[src/rtl/uart_cmd_wrapper.sv]
// UART command link responder: assembles two received 8N1 bytes into a 16-bit cmd and sends a response byte.
// Optional feature macro: BYTE_TIMEOUT_EN (abandons a half-received command after TMO_CYC idle cycles).
module uart_cmd_wrapper #(
  parameter int unsigned BAUD_DIV = 5208,
  parameter int unsigned TMO_CYC  = 2**20
) (
  input  logic        clk,
  input  logic        rst,
  input  logic        RX,
  output logic        TX,
  output logic [15:0] cmd,
  output logic        cmd_rdy,
  input  logic        clr_cmd_rdy,
  input  logic [7:0]  resp,
  input  logic        send_resp,
  output logic        resp_sent,
  output logic        tx_busy,
  output logic        frm_err
);

  localparam int unsigned BW = $clog2(BAUD_DIV) + 1;
  localparam logic [BW-1:0] BAUD_FULL = BW'(BAUD_DIV);
  localparam logic [BW-1:0] BAUD_HALF = BW'(BAUD_DIV / 2);

  // Reject configurations where mid-bit sampling or the timeout would be meaningless.
  if (BAUD_DIV < 8 || TMO_CYC < 2) begin : g_param_check
    $error("uart_cmd_wrapper: BAUD_DIV must be >= 8 and TMO_CYC >= 2");
  end

  typedef enum logic {RX_IDLE, RX_RECV} rx_state_t;
  typedef enum logic {TX_IDLE, TX_SEND} tx_state_t;
  typedef enum logic {WAIT_HI, WAIT_LO} byte_state_t;

  rx_state_t   rx_state;
  tx_state_t   tx_state;
  byte_state_t byte_state;

  logic          rx_meta, rx_sync;
  logic [BW-1:0] rx_cnt;
  logic [3:0]    rx_bit;
  logic [7:0]    rx_shift;
  logic          rx_vld;
  logic [7:0]    hi_byte;

  logic [BW-1:0] tx_cnt;
  logic [3:0]    tx_bit;
  logic [8:0]    tx_shift;

  // Receiver: two-flop synchronizer, mid-bit sampling of start, 8 data bits and stop.
  always_ff @(posedge clk or posedge rst) begin
    if (rst) begin
      rx_meta  <= 1'b1;
      rx_sync  <= 1'b1;
      rx_state <= RX_IDLE;
      rx_cnt   <= '0;
      rx_bit   <= '0;
      rx_shift <= '0;
      rx_vld   <= 1'b0;
      frm_err  <= 1'b0;
    end else begin
      rx_meta <= RX;
      rx_sync <= rx_meta;
      rx_vld  <= 1'b0;
      frm_err <= 1'b0;
      case (rx_state)
        RX_IDLE: begin
          if (!rx_sync) begin
            rx_state <= RX_RECV;
            rx_cnt   <= BAUD_HALF;
            rx_bit   <= '0;
          end
        end
        RX_RECV: begin
          if (rx_cnt == BW'(1)) begin
            rx_cnt <= BAUD_FULL;
            rx_bit <= rx_bit + 4'd1;
            if (rx_bit == 4'd0) begin
              if (rx_sync) rx_state <= RX_IDLE;
            end else if (rx_bit == 4'd9) begin
              rx_state <= RX_IDLE;
              if (rx_sync) rx_vld  <= 1'b1;
              else         frm_err <= 1'b1;
            end else begin
              rx_shift <= {rx_sync, rx_shift[7:1]};
            end
          end else begin
            rx_cnt <= rx_cnt - BW'(1);
          end
        end
        default: rx_state <= RX_IDLE;
      endcase
    end
  end

`ifdef BYTE_TIMEOUT_EN
  localparam int unsigned TW = $clog2(TMO_CYC + 1);
  logic [TW-1:0] tmo_cnt;
  logic          tmo_hit;
  assign tmo_hit = (byte_state == WAIT_LO) && (rx_state == RX_IDLE) && (tmo_cnt == TW'(TMO_CYC - 1));

  // Idle time in WAIT_LO; held at zero while a byte is being received.
  always_ff @(posedge clk or posedge rst) begin
    if (rst)
      tmo_cnt <= '0;
    else if (byte_state != WAIT_LO || rx_vld || rx_state != RX_IDLE)
      tmo_cnt <= '0;
    else
      tmo_cnt <= tmo_cnt + TW'(1);
  end
`else
  logic tmo_hit;
  assign tmo_hit = 1'b0;
`endif

  // Byte assembler: high byte is held aside so cmd only changes on a complete pair.
  always_ff @(posedge clk or posedge rst) begin
    if (rst) begin
      byte_state <= WAIT_HI;
      hi_byte    <= '0;
      cmd        <= '0;
      cmd_rdy    <= 1'b0;
    end else begin
      if (clr_cmd_rdy) cmd_rdy <= 1'b0;
      if (frm_err) begin
        byte_state <= WAIT_HI;
      end else if (rx_vld) begin
        case (byte_state)
          WAIT_HI: begin
            hi_byte    <= rx_shift;
            cmd_rdy    <= 1'b0;
            byte_state <= WAIT_LO;
          end
          WAIT_LO: begin
            cmd        <= {hi_byte, rx_shift};
            cmd_rdy    <= 1'b1;
            byte_state <= WAIT_HI;
          end
          default: byte_state <= WAIT_HI;
        endcase
      end else if (tmo_hit) begin
        byte_state <= WAIT_HI;
      end
    end
  end

  // Transmitter: start bit driven directly, then {stop, data} shifted out LSB first.
  always_ff @(posedge clk or posedge rst) begin
    if (rst) begin
      tx_state  <= TX_IDLE;
      tx_shift  <= '1;
      tx_cnt    <= '0;
      tx_bit    <= '0;
      TX        <= 1'b1;
      tx_busy   <= 1'b0;
      resp_sent <= 1'b0;
    end else begin
      resp_sent <= 1'b0;
      case (tx_state)
        TX_IDLE: begin
          if (send_resp && !resp_sent) begin
            tx_shift <= {1'b1, resp};
            TX       <= 1'b0;
            tx_busy  <= 1'b1;
            tx_cnt   <= BAUD_FULL;
            tx_bit   <= '0;
            tx_state <= TX_SEND;
          end
        end
        TX_SEND: begin
          if (tx_cnt == BW'(1)) begin
            tx_cnt <= BAUD_FULL;
            if (tx_bit == 4'd9) begin
              tx_state  <= TX_IDLE;
              TX        <= 1'b1;
              tx_busy   <= 1'b0;
              resp_sent <= 1'b1;
            end else begin
              tx_bit   <= tx_bit + 4'd1;
              TX       <= tx_shift[0];
              tx_shift <= {1'b1, tx_shift[8:1]};
            end
          end else begin
            tx_cnt <= tx_cnt - BW'(1);
          end
        end
        default: tx_state <= TX_IDLE;
      endcase
    end
  end

endmodule

[config.mk]
export PLATFORM = sky130hd
export DESIGN_NAME = uart_cmd_wrapper
export DESIGN_NICKNAME = d
export VERILOG_FILES = /design/src/rtl/uart_cmd_wrapper.sv
export SDC_FILE = /design/constraint.sdc
export NUM_CORES = 1
export LEC_CHECK = 0
export ABC_CLOCK_PERIOD_IN_PS = 2900
export CELL_PAD_IN_SITES_DETAIL_PLACEMENT = 0
export CELL_PAD_IN_SITES_GLOBAL_PLACEMENT = 1
export CORE_MARGIN = 2
export CORE_UTILIZATION = 42
export DETAILED_ROUTE_END_ITERATION = 10
export PLACE_DENSITY_LB_ADDON = 0.05
export RECOVER_POWER = 50
export SYNTH_ARGS = -nofsm -noshare
export SYNTH_HDL_FRONTEND = slang
export SYNTH_SLANG_ARGS = --single-unit
[constraint.sdc]
create_clock -name clk -period 2.9 [get_ports clk]
set_input_delay 0.58 -clock clk [delete_from_list [all_inputs] [get_ports clk]]
set_output_delay 0.58 -clock clk [all_outputs]
set_load 0.05 [all_outputs]
## Word-level counts from Yosys, hierarchy flattened

Index checks and enable logic that the tools add are counted.

| operators by class | value |
|---|---|
| add/sub/neg operators | 4 |
| muxes and demuxes | 53 |
| reductions and logical operators | 11 |
| equal/unequal tests | 10 |
| bitwise logic cells | 6 |

Operator list:

| operator | count |
|---|---|
| 14-bit 2-to-1 mux | 4 |
| 14-bit case mux with 2 select lines | 2 |
| 1-bit 2-to-1 mux | 30 |
| 14-bit by 1-bit == test with 1-bit output (second input constant) | 2 |
| 14-bit by 1-bit subtractor with 14-bit output (second input constant) | 2 |
| 9-bit 2-to-1 mux | 3 |
| 4-bit 2-to-1 mux | 5 |
| 9-bit case mux with 2 select lines | 1 |
| 4-bit case mux with 2 select lines | 2 |
| 1-bit case mux with 2 select lines | 6 |
| 3-bit AND reduction | 4 |
| 4-bit by 1-bit adder with 4-bit output (second input constant) | 2 |
| 4-bit == test (second input constant) | 2 |
| 2-bit by 1-bit != test with 1-bit output (second input constant) | 3 |
| 2-bit != test (second input constant) | 3 |
| 1-bit inverter | 6 |
| 4-bit logical NOT | 1 |
| 2-bit AND reduction | 2 |
| 4-bit AND reduction | 1 |
| 2-bit nonzero test | 1 |
| 1-bit logical AND | 1 |
| 1-bit logical NOT | 1 |

| word-level totals | value |
|---|---|
| register bits after elaboration | 88 |
| input bits | 13 |

## Longest topological paths before layout

Gate-level depths: netlist of the first run.

| logic depth | value |
|---|---|
| depth in word-level cells | 5 |
| mapped depth | 7 |
| depth with buffers taken out | 6 |

## Least setup slack after synthesis of the first run

No wires, ideal clock.

| path | value |
|---|---|
| kind | flip-flop to flip-flop |
| from | register rx_cnt[2] |
| to | register rx_shift[0] |
| slack | 913 ps |
| period minus slack after synthesis | 1987 ps |
| data arrival time | 1862 ps |
| data required time | 2775 ps |
| cell stages (with the launch flop) | 6 |
| buffers on the path | 1 |
| cell sequence | dfrtp_1 buf_2 nor4_1 nand4_2 nor3_4 mux2_2 |

| on the way | value |
|---|---|
| longest elaborated chain between the ends | 2 |

Ends and longest elaborated chain:

| element | RTL line | RTL |
|---|---|---|
| start: declaration | 39 | `logic [BW-1:0] rx_cnt;` |
| start signal: assignment | 87 | `rx_cnt <= rx_cnt - BW'(1);` |
| 14-bit by 1-bit == test with 1-bit output | 74 | `if (rx_cnt == BW'(1)) begin` |
| 4-bit AND reduction (no source line) | -- |  |
| end signal: assignment | 84 | `rx_shift <= {rx_sync, rx_shift[7:1]};` |
| end: declaration | 41 | `logic [7:0] rx_shift;` |

No other way between the ends.
A chain may end at the register's enable or synchronous reset.

## Worst setup path in the final report of the first run

| path | value |
|---|---|
| from | register tx_cnt[1] |
| to | register tx_shift[0] |

| on the way | value |
|---|---|
| longest elaborated chain between the ends | 3 |

Ends and longest elaborated chain:

| element | RTL line | RTL |
|---|---|---|
| start: declaration | 45 | `logic [BW-1:0] tx_cnt;` |
| start signal: assignment | 183 | `tx_cnt <= tx_cnt - BW'(1);` |
| 14-bit by 1-bit == test with 1-bit output | 170 | `if (tx_cnt == BW'(1)) begin` |
| 2-bit by 1-bit != test with 1-bit output (no source line) | -- |  |
| 3-bit AND reduction (no source line) | -- |  |
| end signal: assignment | 161 | `tx_shift <= {1'b1, resp};` |
| end signal: assignment | 180 | `tx_shift <= {1'b1, tx_shift[8:1]};` |
| end: declaration | 47 | `logic [8:0] tx_shift;` |

No other way between the ends.

==> results of run 1 <==
## critical path, cell delays in order (launching register included)
cell	delay, ns
dfrtp_1	0.40
inv_1	0.10
ha_1	0.16
or4b_1	0.56
nor4_4	0.59
nand2_1	0.15
a221oi_1	0.31
## per-layer routing
metal  track usage, %  wire, um
met3            2.682       270
met5                0         0
met1            25.13      4528
met4            6.190       124
met2            26.67      3945
## flip-flops by register name, summed over array words and instances, names as in the netlist
register,count
cmd,16
rx_shift,8
byte_state,1
rx_cnt,14
tx_shift,8
rx_vld,1
frm_err,1
hi_byte,8
resp_sent,1
cmd_rdy,1
tx_cnt,14
rx_state,1
tx_busy,1
rx_meta,1
tx_state,1
TX,1
rx_sync,1
tx_bit,4
rx_bit,4
## path summary, 6_finish.rpt
path	from	endpoint	slack, ns	cells after the start
max	tx_cnt[1]	tx_shift[0]	0.55	6
min	rx_meta	rx_sync	0.36	0
max reg2reg	tx_cnt[1]	tx_shift[0]	0.55	6
min reg2reg	rx_meta	rx_sync	0.36	0
max in group asynchronous	rst	tx_cnt[9]	0.90	3
min in group asynchronous	rst	tx_cnt[8]	0.95	2
## logic make-up (layout without fill, tap and decap cells)
kind of cell / after synthesis / after routing / synth area share, %
xor+xnor: 5 / 5 / 1.025
buf+inv: 38 / 81 / 4.275
mux: 35 / 35 / 9.136
compound gates: 101 / 101 / 15.61
flops: 87 / 87 / 51.27
fa+ha+maj: 9 / 9 / 2.635
simple gates: 118 / 118 / 16.05
## power breakdown
part | internal, mW | switching [mW] | total (mW) | leakage (nW)
Clock | 0.329 | 0.492 | 0.822 | 0.0938
Sequential | 1.33 | 0.124 | 1.45 | 1.08
Combinational | 0.132 | 0.176 | 0.308 | 0.973
## synth_stat cells (3+ instances only)
cell and instances:
nor3_1 7, buf_6 3, nor3b_1 4, clkbuf_1 7
mux2i_1 3, nor2b_1 4, o211ai_1 3, ha_1 9
inv_1 22, nor2_1 29, and3_1 3, xnor2_1 4
mux2_2 32, dfrtp_1 76, or3_2 3, nand4_1 6
or4_1 3, o22ai_1 11, a31oi_1 10, buf_2 3
a21oi_1 25, nand3_1 9, nand2_1 15, a211oi_1 8
o21ai_0 20, nand2b_1 10, nor4_1 11, dfstp_2 11
## layout make-up
type,count,area share [%]
multi-input combinational,268,38.52
inverter,23,1.776
sequential,87,44.43
clock buffer,9,2.512
timing repair buffer,42,8.094
clock inverter,7,1.294
tap,133,3.375
==> results.txt, run 1 <==
Final Instance Area: 4931 sq um
DRT iter0 DRCs: 109
First-pass GRT wire length: 15550 um
# setup viols final: 0
CTS tree: built
Register area: 2191 sq um
Total CTS buffers: 9
Routability cong.: 0.7860
Final worst path period need: 2.346 ns
Post-route clock period utilization: 80.91%
Area after DPL: 4755 sq um
Placed cell count: 553
Most frequent cells in the layout: dfrtp_1 (76), mux2_2 (32), clkdlybuf4s50_1 (31), nor2_1 (29), a21oi_1 (25)
Synth Instances: 393
Area of the multi-input gates: 1899 sq um
Core region area: 9819 sq um
Worst-path fanout max: 13
Final core occ: 50.22%
Setup TNS after final layout: 0 ns
Post-synth ARST share: 100.0%
Fillers: 946
PD cells: 523.1 nW/um^2
Die X: 104.9 um
Vias in the first global route: 3145
Total track usage: 17.42%
Rel. slew slack: 9.067%
Routed WL: 8868 um
Syn avg cell area: 10.87 sq um
Slew @ Worst Pin: 1.357 ns
Max Cap Violations: 0
Hold Slack: 0.3589 ns
Commonest non-fill, non-tap cell in the layout: dfrtp_1
Synth Flop Type: dfrtp_1
Worst-path clk slew: 0.10 ns
Drt drc: 0
Total power: 2.579 mW
Clock Sinks: 87
Slew Limit Fails: 0
Layout cells sized above 1: 18.58%
ANT cells: 0
Initial antenna violation count: 0
First-pass DRT Iterations: 6
Kind of start point of the critical path: register
Synthesis-stage register bit count: 87
Die footprint: 11000 sq um
Setup Skew: 0.01080 ns
Io pins: 34
Synth Warn #: 0
Area of the mapped netlist: 4273 sq um
Lkg Pwr: 2.150 nW
DR vias/cell: 5.592
Worst min path class: reg2reg
Share of the synthesized area in the top cell type: 44.51%
Post-synth EDFFs: 0
Final Hold Vio Count: 0
Dpl hpwl: 6052 um
Standard-cell rows: 36
Crit path DAT: 2.62 ns
Yosys cell types: 63
GRT Residual Overflow: 0
Resized cells post-CTS: 0
DP Worst Slack: 0.5228 ns
Die H: 104.9 um
Sequential share of the synthesized area: 51.27%
Worst vdd ir: 0.3235 mV
Largest net degree at the start of global routing: 42
Max Fclk: 0.4262 GHz
Final net count: 453
Setup ws final: 0.5536 ns
Wire per inst: 15.59 um
I/O Buffers: 33
Final ANT Viol Nets: 0
Vias: 3182
RSZ-0062 raised after global routing: false
Net Count, Synth: 415
Crit end category: register
Htree depth: 3
Starting Density: 43.51%
Post-CTS Setup Inserts: 0
Largest area contributor in the netlist: dfrtp_1
Area growth syn-to-layout: 15.40%
Status: finished clean
Critical path class: reg2reg
Clock buffer depth: 2
Final Non-Filler Cells: 569
Clock root buffer: clkbuf_8
Clock Latency Late Sink: 0.36 ns
WP data required: 3.17 ns
Hold-fix buffers, CTS: 0
Top cells by area, synth: dfrtp_1 (45%), mux2_2 (8.4%), dfstp_2 (6.8%)
Note: power is estimated with default switching activity, not from simulation.
==> inputs of run 2 (changes only) <==
--- a/config.mk
+++ b/config.mk
@@ -5,7 +5,7 @@
 export SDC_FILE = /design/constraint.sdc
 export NUM_CORES = 1
 export LEC_CHECK = 0
-export ABC_CLOCK_PERIOD_IN_PS = 2900
+export ABC_CLOCK_PERIOD_IN_PS = 2100
 export CELL_PAD_IN_SITES_DETAIL_PLACEMENT = 0
 export CELL_PAD_IN_SITES_GLOBAL_PLACEMENT = 1
 export CORE_MARGIN = 2
==> constraint.sdc (replaced) <==
create_clock -name clk -period 2.1 [get_ports clk]
set_input_delay 0.42 -clock clk [delete_from_list [all_inputs] [get_ports clk]]
set_output_delay 0.42 -clock clk [all_outputs]
set_load 0.05 [all_outputs]
==> run 2 against run 1 <==
Against the previous run: hold slack barely moved; sequential cell count did not move; first-iteration DRC count rose by 17%; clock power rose by 37%; core utilization rose by 3.0 points; sequential share of layout area fell by 2.5 points; routed wire length rose by 4.5%; cell count rose by 5.1%; register-to-register slack got worse by 0.48 ns; critical path depth rose by 2; highest routed layer unchanged.
==> results.txt, run 2 (same netlist as run 1, synthesis figures left out) <==
Clock buffer depth: 2
Crit. path cell count: 8
Clock root buffer: clkbuf_8
Vias in the first global route: 3163
Worst min path class: reg2reg
Final net count: 482
Critical path class: reg2reg
Max Cap Violations: 0
First-pass GRT wire length: 15680 um
Largest regs: cmd x16, rx_cnt x14, tx_cnt x14
Io pins: 34
Status: finished clean
Area after DPL: 4972 sq um
Die X: 104.9 um
Fillers: 950
Slowest stage cell, crit path: or4b_4
Dpl hpwl: 6443 um
Starting Density: 43.51%
Most frequent cells in the layout: dfrtp_1 (76), mux2_2 (32), buf_4 (32), clkdlybuf4s50_1 (30), nor2_1 (29)
Initial antenna violation count: 0
Wire per inst: 15.49 um
Most common cell on crit path: buf_4
Setup Skew: 0.009953 ns
WP buf/inv: 3
WP data required: 2.38 ns
Setup TNS after final layout: 0 ns
Crit Reg-Reg Startpoint: tx_cnt[1]
Max Fclk: 0.4926 GHz
PD cells: 701.6 nW/um^2
Routed WL: 9266 um
Register-to-Register Path Depth: 8
Largest net degree at the start of global routing: 32
CP top delay family: simple AND/OR/NAND/NOR gates
Commonest non-fill, non-tap cell in the layout: dfrtp_1
Total track usage: 17.57%
Final ANT Viol Nets: 0
Critical path launch point: tx_cnt[1]
Biggest register: cmd
Clock Latency Late Sink: 0.36 ns
Post-route clock period utilization: 96.66%
Max FFs per register: 16
Kind of start point of the critical path: register
GRT Residual Overflow: 0
DRT iter0 DRCs: 127
Vias: 3259
First-pass DRT Iterations: 4
Crit end category: register
I/O Buffers: 33
Register area: 2191 sq um
Worst vdd ir: 0.3880 mV
Slew @ Worst Pin: 1.036 ns
Final Hold Vio Count: 0
Crit path DAT: 2.31 ns
ANT cells: 0
Final Instance Area: 5226 sq um
Largest stage delay on the critical path: 0.50 ns
Final worst path period need: 2.030 ns
Lkg Pwr: 2.315 nW
Routability cong.: 0.8057
Worst reg-to-reg setup slack: 0.07 ns
Standard-cell rows: 36
Die H: 104.9 um
Htree depth: 3
Area growth syn-to-layout: 22.31%
DR vias/cell: 5.450
End of the worst register-to-register path: tx_shift[3]
Area of the multi-input gates: 1949 sq um
Rel. slew slack: 30.54%
Layout cells sized above 1: 25.81%
Total CTS buffers: 9
Hold-fix buffers, CTS: 0
Worst-path fanout max: 5
# setup viols final: 0
CTS tree: built
Die footprint: 11000 sq um
Crit path cell chain: inv_2 > ha_4 > or4b_4 > nor4_4 > buf_4 > buf_4 > a21oi_1 > a211oi_1
Clock Sinks: 87
CP endpoint: tx_shift[3]
Slew Limit Fails: 0
Core region area: 9819 sq um
Drt drc: 0
Worst-path clk slew: 0.10 ns
==> run 2: per-layer routing <==
| layer | GRT usage [%] | up-vias | part of all wire, % | wire length [um] |
|---|---|---|---|---|
| li1 | - | 1590 | - | - |
| met1 | 24.94 | 1608 | 50 | 4617 |
| met2 | 27.13 | 49 | 45 | 4204 |
| met3 | 3.182 | 12 | 3.5 | 321 |
| met4 | 6.000 | 0 | 1.3 | 124 |
| met5 | 0 | - | 0 | 0 |
==> run 2: timing repair <==
item,in CTS,in global routing
setup endpoints to repair,3,25
pin swaps,0,6
resized for setup,1,11
setup buffers,0,4
endpoints found under the hold margin,0,0
cloned,0,1
==> run 2: power by group <==
part           switching [mW]  internal [mW]  total (mW)
Combinational           0.300          0.262       0.561
Clock                   0.675          0.459        1.13
Sequential              0.143           1.83        1.97
Total                    1.12           2.55        3.67
==> run 2: layout make-up <==
cell class	instances	share of cell area (%)
Sequential cell	87	41.92
Timing Repair Buffer	71	12.33
Multi-Input combinational cell	268	37.30
Clock buffer	9	2.370
Clock inverter	7	1.221
Inverter	23	1.676
Tap cell	133	3.184
==> run 2: worst min-delay path by stage <==
stage,to,slack (ns),startpoint,cells past startpoint
after floorplan,rx_sync,0.35,rx_meta,0
after global placement,rx_sync,0.35,rx_meta,0
after detailed placement,rx_sync,0.35,rx_meta,0
after CTS,rx_sync,0.36,rx_meta,0
after global routing,rx_sync,0.36,rx_meta,0
final,rx_sync,0.36,rx_meta,0
==> run 2: worst reg2reg max path, stage by stage, from the launching register on <==
cell	delay, ns
dfrtp_1	0.41
inv_2	0.10
ha_4	0.13
or4b_4	0.50
nor4_4	0.22
buf_4	0.18
buf_4	0.14
a21oi_1	0.06
a211oi_1	0.21
==> run 2: metrics by stage <==
| stage | power [mW] | worst slack, ns | util, % | cells | hold slack [ns] |
|---|---|---|---|---|---|
| 3_5_place_dp | 2.516 | -0.008261 | 50.64 | 577 | 0.3468 |
| 4_1_cts | 3.675 | 0.03433 | 52.59 | 593 | 0.3599 |
| 3_3_place_gp | 2.505 | 0.08563 | 50.64 | 577 | 0.3462 |
| 2_1_floorplan | 2.319 | 0.1129 | - | 393 | 0.3452 |
| 5_1_grt | 3.882 | -0.01843 | 53.22 | 598 | 0.3635 |
| 6_report | 3.667 | 0.07007 | 53.22 | 598 | 0.3592 |
==> inputs of run 3 (changes only) <==
--- a/config.mk
+++ b/config.mk
@@ -11,8 +11,10 @@
 export CORE_MARGIN = 2
 export CORE_UTILIZATION = 42
 export DETAILED_ROUTE_END_ITERATION = 10
+export GPL_ROUTABILITY_DRIVEN = 1
 export PLACE_DENSITY_LB_ADDON = 0.05
 export RECOVER_POWER = 50
+export REMOVE_ABC_BUFFERS = 1
 export SYNTH_ARGS = -nofsm -noshare
 export SYNTH_HDL_FRONTEND = slang
 export SYNTH_SLANG_ARGS = --single-unit
==> run 3 against run 2 <==
Against the previous run: non-clock buffer count down 7; largest cell class unchanged; clock power up 8%; critical path type unchanged; core utilization down 1.1 points; register-to-register slack better by 0.02 ns; critical path depth down 1; cell count down 1.2%; die area unchanged; sequential cell count unchanged.
==> results.txt, run 3 (same netlist as run 1, synthesis figures left out) <==
Slew Limit Fails: 0
WP data required: 2.35 ns
Total track usage: 17.11%
Layout cells sized above 1: 23.36%
Biggest register: cmd
WP buf/inv: 2
I/O Buffers: 33
Final net count: 475
Core region area: 9819 sq um
Largest regs: cmd x16, rx_cnt x14, tx_cnt x14
Setup TNS after final layout: 0 ns
Io pins: 34
Clock root buffer: clkbuf_8
Initial antenna violation count: 0
Dpl hpwl: 6278 um
DRT iter0 DRCs: 142
GRT Residual Overflow: 0
Largest net degree at the start of global routing: 38
Drt drc: 0
Htree depth: 3
ANT cells: 0
First-pass GRT wire length: 15300 um
First-pass DRT Iterations: 5
Lkg Pwr: 2.277 nW
Worst vdd ir: 0.3824 mV
Clock Sinks: 87
Vias in the first global route: 3148
Worst reg-to-reg setup slack: 0.09 ns
Worst-path clk slew: 0.09 ns
RSZ-0062 raised after global routing: true
Final ANT Viol Nets: 0
Slowest stage cell, crit path: dfrtp_1
Die X: 104.9 um
CP top delay family: simple AND/OR/NAND/NOR gates
Setup ws final: 0.09195 ns
Critical path class: reg2reg
Crit path DAT: 2.26 ns
Vias: 3246
Standard-cell rows: 36
Commonest non-fill, non-tap cell in the layout: dfrtp_1
Setup Skew: 0.008381 ns
Max FFs per register: 16
Critical path launch point: rx_cnt[1]
Final Hold Vio Count: 0
Slew @ Worst Pin: 0.9367 ns
DP Worst Slack: 0.08951 ns
CTS tree: built
Routability cong.: 0.7804
Post-route clock period utilization: 95.62%
Crit path cell chain: inv_1 > ha_1 > nor4b_2 > nand4_2 > nor3_4 > buf_12 > mux2_2
Largest stage delay on the critical path: 0.41 ns
PD cells: 714.3 nW/um^2
Final worst path period need: 2.008 ns
Total CTS buffers: 9
Most frequent cells in the layout: dfrtp_1 (76), mux2_2 (32), clkdlybuf4s50_1 (30), nor2_1 (29), buf_4 (28)
Rel. slew slack: 37.55%
Die H: 104.9 um
Worst-path fanout max: 8
Fillers: 917
Die footprint: 11000 sq um
DR vias/cell: 5.492
Hold_sp: rx_meta
Area growth syn-to-layout: 19.74%
Worst min path class: reg2reg
Status: finished clean
Kind of start point of the critical path: register
Crit Reg-Reg Startpoint: rx_cnt[1]
Max Cap Violations: 0
Hold Slack: 0.3639 ns
Final core occ: 52.10%
Routed WL: 9046 um
Wire per inst: 15.31 um
# setup viols final: 0
Max Fclk: 0.4980 GHz
Crit end category: register
Clock Latency Late Sink: 0.36 ns
Clock buffer depth: 2
Starting Density: 43.51%
## run 3: cell types whose count changed in the layout (fill, tap and decap cells not counted), moves of 2 or more
cell,previous run,this run
a211oi_1,6,8
a211oi_2,2,0
buf_12,3,1
buf_4,32,28
inv_8,2,0
## run 3: through the flow
step	power, mW	cells	area, sq um
3_5_place_dp	2.471	574	4935
5_1_grt	3.847	591	5116
4_1_cts	3.703	590	5136
6_report	3.655	591	5116
3_3_place_gp	2.461	574	4935
2_1_floorplan	2.318	378	4177
## run 3: report_power, final
group / leakage (nW) / switching, mW / total (mW) / internal, mW
combinational: 1.09 / 0.250 / 0.444 / 0.194
sequential: 1.08 / 0.167 / 2.00 / 1.83
clock: 0.101 / 0.652 / 1.22 / 0.563
total: 2.28 / 1.07 / 3.65 / 2.58
## run 3: timing repair
action                                  in CTS  in global routing
hold buffers                                 0                  0
resized for setup                            0                  1
endpoints found under the setup margin       0                 18
setup buffers                                0                  1
## run 3: per-layer routing
metal	global-route usage (%)	share of wire [%]	vias to the layer above	routed length, um
met1	23.60	48	1602	4382
met5	0	0	-	0
li1	-	-	1578	-
met3	3.119	3.6	16	323
met4	6.571	1.5	0	140
met2	26.81	46	50	4200
## run 3: final timing paths
check | endpoint | cells past startpoint
max in group asynchronous | cmd[10] | 3
hold / removal | rx_sync | 0
setup reg to reg | rx_shift[3] | 7
hold reg to reg | rx_sync | 0
min in group asynchronous | tx_cnt[8] | 2
setup / recovery | rx_shift[3] | 7
## run 3: layout make-up
class / count / area [sq um] / share of cell area (%)
flip-flops and latches: 87 / 2191 / 42.82
clock inverters: 7 / 77.57 / 1.516
well taps: 133 / 166.4 / 3.253
multi-input cells: 268 / 1903 / 37.20
repair buffers: 64 / 566.8 / 11.08
inverters: 23 / 87.58 / 1.712
clock buffers: 9 / 123.9 / 2.421
